`src/rtl/dma_engineer.sv`:
```
// Weight-fetch DMA responder: latches a layer request, issues in-order
// memory reads with bounded outstanding count, streams words back.
module dma_engineer #(
    parameter int ADDR_WIDTH      = 27,
    parameter int DATA_WIDTH      = 512,
    parameter int MAX_OUTSTANDING = 8
) (
    input  logic                  clk,
    input  logic                  rst,
    input  logic                  dma_engineer_req,
    output logic                  dma_engineer_ack,
    input  logic [ADDR_WIDTH-1:0] dma_engineer_start_addr,
    input  logic [ADDR_WIDTH-1:0] dma_engineer_length,
    output logic                  dma_engineer_dout_en,
    output logic                  dma_engineer_dout_eop,
    output logic [DATA_WIDTH-1:0] dma_engineer_dout,
    output logic                  mem_rd_en,
    output logic [ADDR_WIDTH-1:0] mem_rd_addr,
    input  logic                  mem_rd_rdy,
    input  logic                  mem_rd_valid,
    input  logic [DATA_WIDTH-1:0] mem_rd_data,
    output logic                  busy,
    output logic                  err_unexpected
);

    localparam logic [ADDR_WIDTH-1:0] ONE     = ADDR_WIDTH'(1);
    localparam logic [ADDR_WIDTH-1:0] MAX_OUT = ADDR_WIDTH'(MAX_OUTSTANDING);

    typedef enum logic [1:0] {
        IDLE = 2'd0,
        ACK  = 2'd1,
        RUN  = 2'd2
    } state_t;

    state_t state;
    state_t state_nxt;

    logic [ADDR_WIDTH-1:0] addr_q;
    logic [ADDR_WIDTH-1:0] len_q;
    logic [ADDR_WIDTH-1:0] issued;
    logic [ADDR_WIDTH-1:0] received;
    logic [ADDR_WIDTH-1:0] outstanding;
    logic                  issue;
    logic                  accept;
    logic                  last;
    logic                  start;

    // Responses only count while something is in flight; others are stray.
    assign outstanding = issued - received;
    assign issue       = mem_rd_en && mem_rd_rdy;
    assign accept      = mem_rd_valid && (outstanding != '0);
    assign last        = accept && ((received + ONE) == len_q);
    assign start       = (state == IDLE) && dma_engineer_req;
    assign mem_rd_addr = addr_q + issued;

    always_ff @(posedge clk) begin
        if (rst) begin
            state <= IDLE;
        end else begin
            state <= state_nxt;
        end
    end

    always_comb begin
        state_nxt = state;
        unique case (state)
            IDLE: if (dma_engineer_req) state_nxt = ACK;
            ACK:  state_nxt = (len_q == '0) ? IDLE : RUN;
            RUN:  if (last) state_nxt = IDLE;
            default: state_nxt = IDLE;
        endcase
    end

    always_comb begin
        dma_engineer_ack = (state == ACK);
        busy             = (state == ACK) || (state == RUN);
        mem_rd_en        = (state == RUN)
                        && (issued < len_q)
                        && (outstanding < MAX_OUT);
    end

    always_ff @(posedge clk) begin
        if (rst) begin
            addr_q                <= '0;
            len_q                 <= '0;
            issued                <= '0;
            received              <= '0;
            dma_engineer_dout_en  <= 1'b0;
            dma_engineer_dout_eop <= 1'b0;
            dma_engineer_dout     <= '0;
            err_unexpected        <= 1'b0;
        end else begin
            if (start) begin
                addr_q   <= dma_engineer_start_addr;
                len_q    <= dma_engineer_length;
                issued   <= '0;
                received <= '0;
            end else begin
                if (issue)  issued   <= issued + ONE;
                if (accept) received <= received + ONE;
            end
            dma_engineer_dout_en  <= accept;
            dma_engineer_dout_eop <= last;
            if (accept) dma_engineer_dout <= mem_rd_data;
            if (mem_rd_valid && !accept) err_unexpected <= 1'b1;
        end
    end

endmodule
```
`config.mk`:
```
export PLATFORM = sky130hd
export DESIGN_NAME = dma_engineer
export DESIGN_NICKNAME = d
export VERILOG_FILES = /design/src/rtl/dma_engineer.sv
export SDC_FILE = /design/constraint.sdc
export NUM_CORES = 1
export LEC_CHECK = 0
export CORE_AREA = 3 3 431 433
export CTS_BUF_LIST = sky130_fd_sc_hd__clkbuf_2
export CTS_CLUSTER_DIAMETER = 30
export CTS_CLUSTER_SIZE = 14
export DETAILED_ROUTE_END_ITERATION = 6
export DIE_AREA = 0 0 434 436
export PLACE_DENSITY_LB_ADDON = 0.12
export SLEW_MARGIN = 15
export SYNTH_ARGS = -nofsm -noshare
export SYNTH_HDL_FRONTEND = slang
export SYNTH_SLANG_ARGS = --single-unit
```
`constraint.sdc`:
```
create_clock -name clk -period 6.9 [get_ports clk]
set_input_delay 1.38 -clock clk [delete_from_list [all_inputs] [get_ports clk]]
set_output_delay 1.38 -clock clk [all_outputs]
set_load 0.005 [all_outputs]
```
# [After elaboration in Yosys (flattened, before gate mapping)]
# Cells that the tools add are included.
[word_totals] in_bits=571 elab_cells=38 register_bits=625 output_inout_bits=545
[op_classes] n_lt_le_gt_ge=2 eq_ne=5 add_sub_neg=4 n_mux=4 reduce_logical=14
[op_table] op="27-bit by 1-bit adder with 27-bit output, second input constant" count=2
[op_table] op="27-bit adder" count=1
[op_table] op="27-bit == test" count=1
[op_table] op="27-bit logical NOT" count=1
[op_table] op="27-bit less-than comparator" count=1
[op_table] op="27-bit by 4-bit less-than comparator with 1-bit output, second input constant" count=1
[op_table] op="27-bit nonzero test" count=1
[op_table] op="27-bit subtractor" count=1
[op_table] op="1-bit logical AND" count=7
[op_table] op="2-bit 2-to-1 mux" count=3
[op_table] op="2-bit case mux with 3 select lines" count=1
[op_table] op="2-bit != test, second input constant" count=2
[op_table] op="2-bit by 1-bit == test with 1-bit output, second input constant" count=1
[op_table] op="2-bit == test, second input constant" count=1
[op_table] op="2-bit logical NOT" count=1
[op_table] op="2-bit AND reduction" count=1
[op_table] op="2-bit OR reduction" count=1
[op_table] op="1-bit logical NOT" count=1
[op_table] op="1-bit logical OR" count=1

# [Depth between registers and ports, before layout]
[depth] word_depth=6 ltp_mapped=17 mapped_depth_nobuf=14

# [Worst setup path before layout]
# No wires, ideal clock.
[synth_timing] kind="reg-to-output" startpoint="register received[0]" endpoint="output mem_rd_en" required_time_ps=5520 path_stages_with_launch=14 setup_slack_ps=1979 t_arrival_ps=3541 path_cell_list="dfxtp_1 ha_1 inv_1 fa_1 a211oi_2 o31ai_2 a2111oi_0 nor2_1 mux2i_1 a311oi_1 nand4b_1 nand4bb_1 or4_1 a2111oi_0"
[synth_between] elab_chain_len=3
[synth_rtl] item="start, declared" line="41" rtl="logic [ADDR_WIDTH-1:0] received;"
[synth_rtl] item="start signal, assigned" line="100" rtl="if (accept) received <= received + ONE;"
[synth_rtl] item="27-bit subtractor" line="49" rtl="assign outstanding = issued - received;"
[synth_rtl] item="27-bit by 4-bit less-than comparator with 1-bit output" line="79" rtl="&& (outstanding < MAX_OUT);"
[synth_rtl] item="1-bit logical AND" line="79"
[synth_rtl] item="end, declared" line="17" rtl="output logic mem_rd_en,"
# No other way between the ends.

# [Worst setup path after layout]
[layout_timing] startpoint="register issued[0]" endpoint="output mem_rd_en"
[layout_between] elab_chain_len=3
[layout_rtl] item="start, declared" line="40" rtl="logic [ADDR_WIDTH-1:0] issued;"
[layout_rtl] item="start signal, assigned" line="99" rtl="if (issue) issued <= issued + ONE;"
[layout_rtl] item="27-bit subtractor or 27-bit less-than comparator (tied branches)" line="49, 78"
[layout_rtl] item="27-bit by 4-bit less-than comparator with 1-bit output or 1-bit logical AND (tied branches)" line="79, 78"
[layout_rtl] item="1-bit logical AND (*)" line="79"
# Every way passes the cells marked *; elsewhere a longest branch is shown, timed or not.

==> flow_summary.ini <==
[timing]
slew_viol_final = 0
fin_ws_ns = 0.0934
hold_viol = 0
finalSetupViolations = 0
timing.fmax_mhz = 147
fin_skew_ns = 0.148
relSlewSlack = 0.203
finalCritPeriodShare = 0.986
setup_tns_ns = 0
final.min_clock_period_ns = 6.81
tightest_slew_ns = 1.20
rsz0062_at_grt = true

[logic_synthesis]
yosysSeqAreaShare = 0.432
synth_cells = 3624
synth_fp_nets = 4280
syn-mean-instance-area_um2 = 7.99
yosys_most_used_dff = dfxtp_1
ys_warn_count = 0
async_flop_share = 0
syn-cell-area_um2 = 29000
synth-seq-cells = 625
synth.distinct_cells = 84
synth-edff-count = 0

[placed_design]
pre_cts_ws_ns = 0.500
dp_hpwl_um = 149000
place_area_um2 = 42000
gp_congestion = 0.879
portBuffers = 1115

[clocking]
cts_buffers = 225
clk_latency_ns = 1.72
clockBufferDepth = 3
htree_num_levels = 4
clk_pin_slew_ns = 0.12
cts_sinks = 625
cts_tree = built
cts_root_buf = clkbuf_2

[layout]
area_delta_synth_final_pct = 67.1
drive_above_1_share = 0.0875
fill_cells = 20200
layout_commonest_cell = clkdlybuf4s50_1
fin_area_um2 = 48400
final_cell_mix = clkdlybuf4s50_1, a21oi_1, dfxtp_1
fin_util = 0.265
nNetsFinal = 5704

[detailed_routing]
routedWlPerCell_um = 26.0
vias_per_cell = 4.47
vias = 34300
ant_nets = 0
wl_um = 199000
firstDrtPassIters = 5
drcViolationCount = 0
drt_iter0_drc = 2401

[worst_setup_path]
cp-end-kind = primary output
start_kind = flop
crit_type = reg2out
crit_arrival_ns = 5.43
cp_max_fo = 4
crit_required_ns = 5.52

[die]
core_um2 = 182000
initial_core_util = 0.159
dieWidth_um = 434
rows = 157
die_h_um = 436
die-area_um2 = 189000
num_io_pins = 1116

[global_routing]
grt_pass1_wl_um = 272000
grt_antenna_before_repair = 85
grt_max_degree = 171
grt_remaining_overflow = 0
grt_use_total = 0.201
first_global_vias = 33800

[pwr]
power.density_nw_per_um2 = 199
leakage_nw = 18.1
ir_worst_vdd_v = 0.000130

[run_status]
status = complete, no violations

[worst_hold_path]
hold_path.class = in2reg

[job]
drv_cap = 0
## area by class of cell
cell class              count  area, um^2  share of cell area
inverters                  79         307             0.00634
flip-flops and latches    625       12500               0.259
diodes                     52         130             0.00269
repair buffers           1545       15600               0.322
clock buffers             271        1360              0.0280
clock inverters           141         801              0.0165
multi-input cells        2572       14700               0.304
well taps                2385        2980              0.0617
## what timing repair did
action | in CTS | in global routing
hold buffers | 381 | 0
pin swaps | 12 | 13
setup buffers | 3 | 3
endpoints found under the setup margin | 10 | 5
resized for setup | 49 | 18
endpoints found under the hold margin | 394 | 0
gates cloned | 0 | 0
## per-stage QoR
stage               hold WS, ns  std cells  power (mW)
global placement          0.450       6819        6.01
detailed placement        0.454       6819        6.00
global route           -0.00612       7655        10.2
CTS                    0.000234       7615        9.86
floorplan                 0.441       3624        4.75
finish                    0.311       7670        9.62
## registers in the layout, summed over array words and instances, names as in the netlist
name and count:
state 2, dma_engineer_dout_en 1, received 27, len_q 27, issued 27, dma_engineer_dout 512, err_unexpected 1, dma_engineer_dout_eop 1
addr_q 27
## per-layer routing
layer  track usage  up-vias  wire length (um)
met5             0        -               227
met4        0.0751       40              6580
met3        0.0613      317             14400
met2         0.342     1226             98000
met1         0.236    16600             80000
li1              -    16100                 -
## worst paths after layout
| check | startpoint | end | slack (ns) | cells past startpoint |
|---|---|---|---|---|
| setup reg to reg | received[4]$_SDFFE_PP0P_ | dma_engineer_dout[255]$_SDFFE_PP0P_ | 1.22 | 14 |
| hold / removal | mem_rd_data[136] | dma_engineer_dout[136]$_SDFFE_PP0P_ | 0.31 | 3 |
| hold reg to reg | addr_q[20]$_SDFFE_PP0P_ | addr_q[20]$_SDFFE_PP0P_ | 0.46 | 2 |
| setup / recovery | issued[0]$_SDFFE_PP0P_ | mem_rd_en | 0.09 | 16 |
## cells by family (layout without fill, tap and decap cells)
| logic type | count (synthesis) | after routing | synth area share |
|---|---|---|---|
| compound gates | 1326 | 1326 | 0.246 |
| simple gates | 1052 | 1052 | 0.182 |
| flops | 625 | 625 | 0.432 |
| buf+inv | 427 | 2036 | 0.0681 |
| fa+ha+maj | 85 | 85 | 0.0372 |
| xor+xnor | 71 | 71 | 0.0215 |
| mux | 38 | 38 | 0.0135 |
| other cells | 0 | 52 | 0 |
## power by group
group,leakage [nW],internal [mW],switching (mW)
clock,1.54,1.36,2.12
sequential,5.15,3.82,0.148
combinational,11.4,1.06,1.10
## Yosys cell counts (6+ instances only)
library cell / number / area [um^2]
a21o_1: 18 / 135
o31ai_1: 11 / 82.6
ha_1: 83 / 1040
and4_1: 6 / 52.6
inv_1: 79 / 297
a311oi_1: 7 / 61.3
nand4_1: 39 / 244
clkbuf_1: 228 / 856
o21ai_1: 406 / 2030
nor3b_1: 8 / 60.1
and2_1: 9 / 56.3
nor4_1: 19 / 119
a211oi_1: 9 / 67.6
nand2b_1: 11 / 68.8
nand3_1: 563 / 2820
mux2i_1: 30 / 300
o211ai_1: 7 / 52.6
xnor2_1: 52 / 455
and3_1: 25 / 156
nand2_1: 191 / 717
or3_1: 30 / 188
or4_1: 12 / 90.1
a31o_2: 6 / 52.6
nor3_1: 29 / 145
a31oi_1: 9 / 56.3
a41o_1: 8 / 80.1
o21ai_0: 144 / 721
buf_6: 45 / 507
nor2_1: 76 / 285
xor2_1: 19 / 166
a21oi_1: 633 / 3170
buf_1: 53 / 199
dfxtp_1: 625 / 12500
o21a_1: 15 / 113
nor2b_1: 12 / 75.1
buf_2: 19 / 95.1
## worst max-delay path: stages (launching register included)
cell	delay [ns]
dfxtp_4	0.37
inv_4	0.06
ha_4	0.12
inv_2	0.03
fa_2	0.37
a211oi_4	0.30
o31ai_4	0.15
a21oi_4	0.25
nor2_2	0.06
or4_4	0.44
nor4_4	0.24
nand4b_1	0.16
nand4bb_1	0.22
or4_4	0.54
a2111oi_4	0.20
buf_4	0.18
buf_6	0.09
Power figures use the tool's default switching activity.
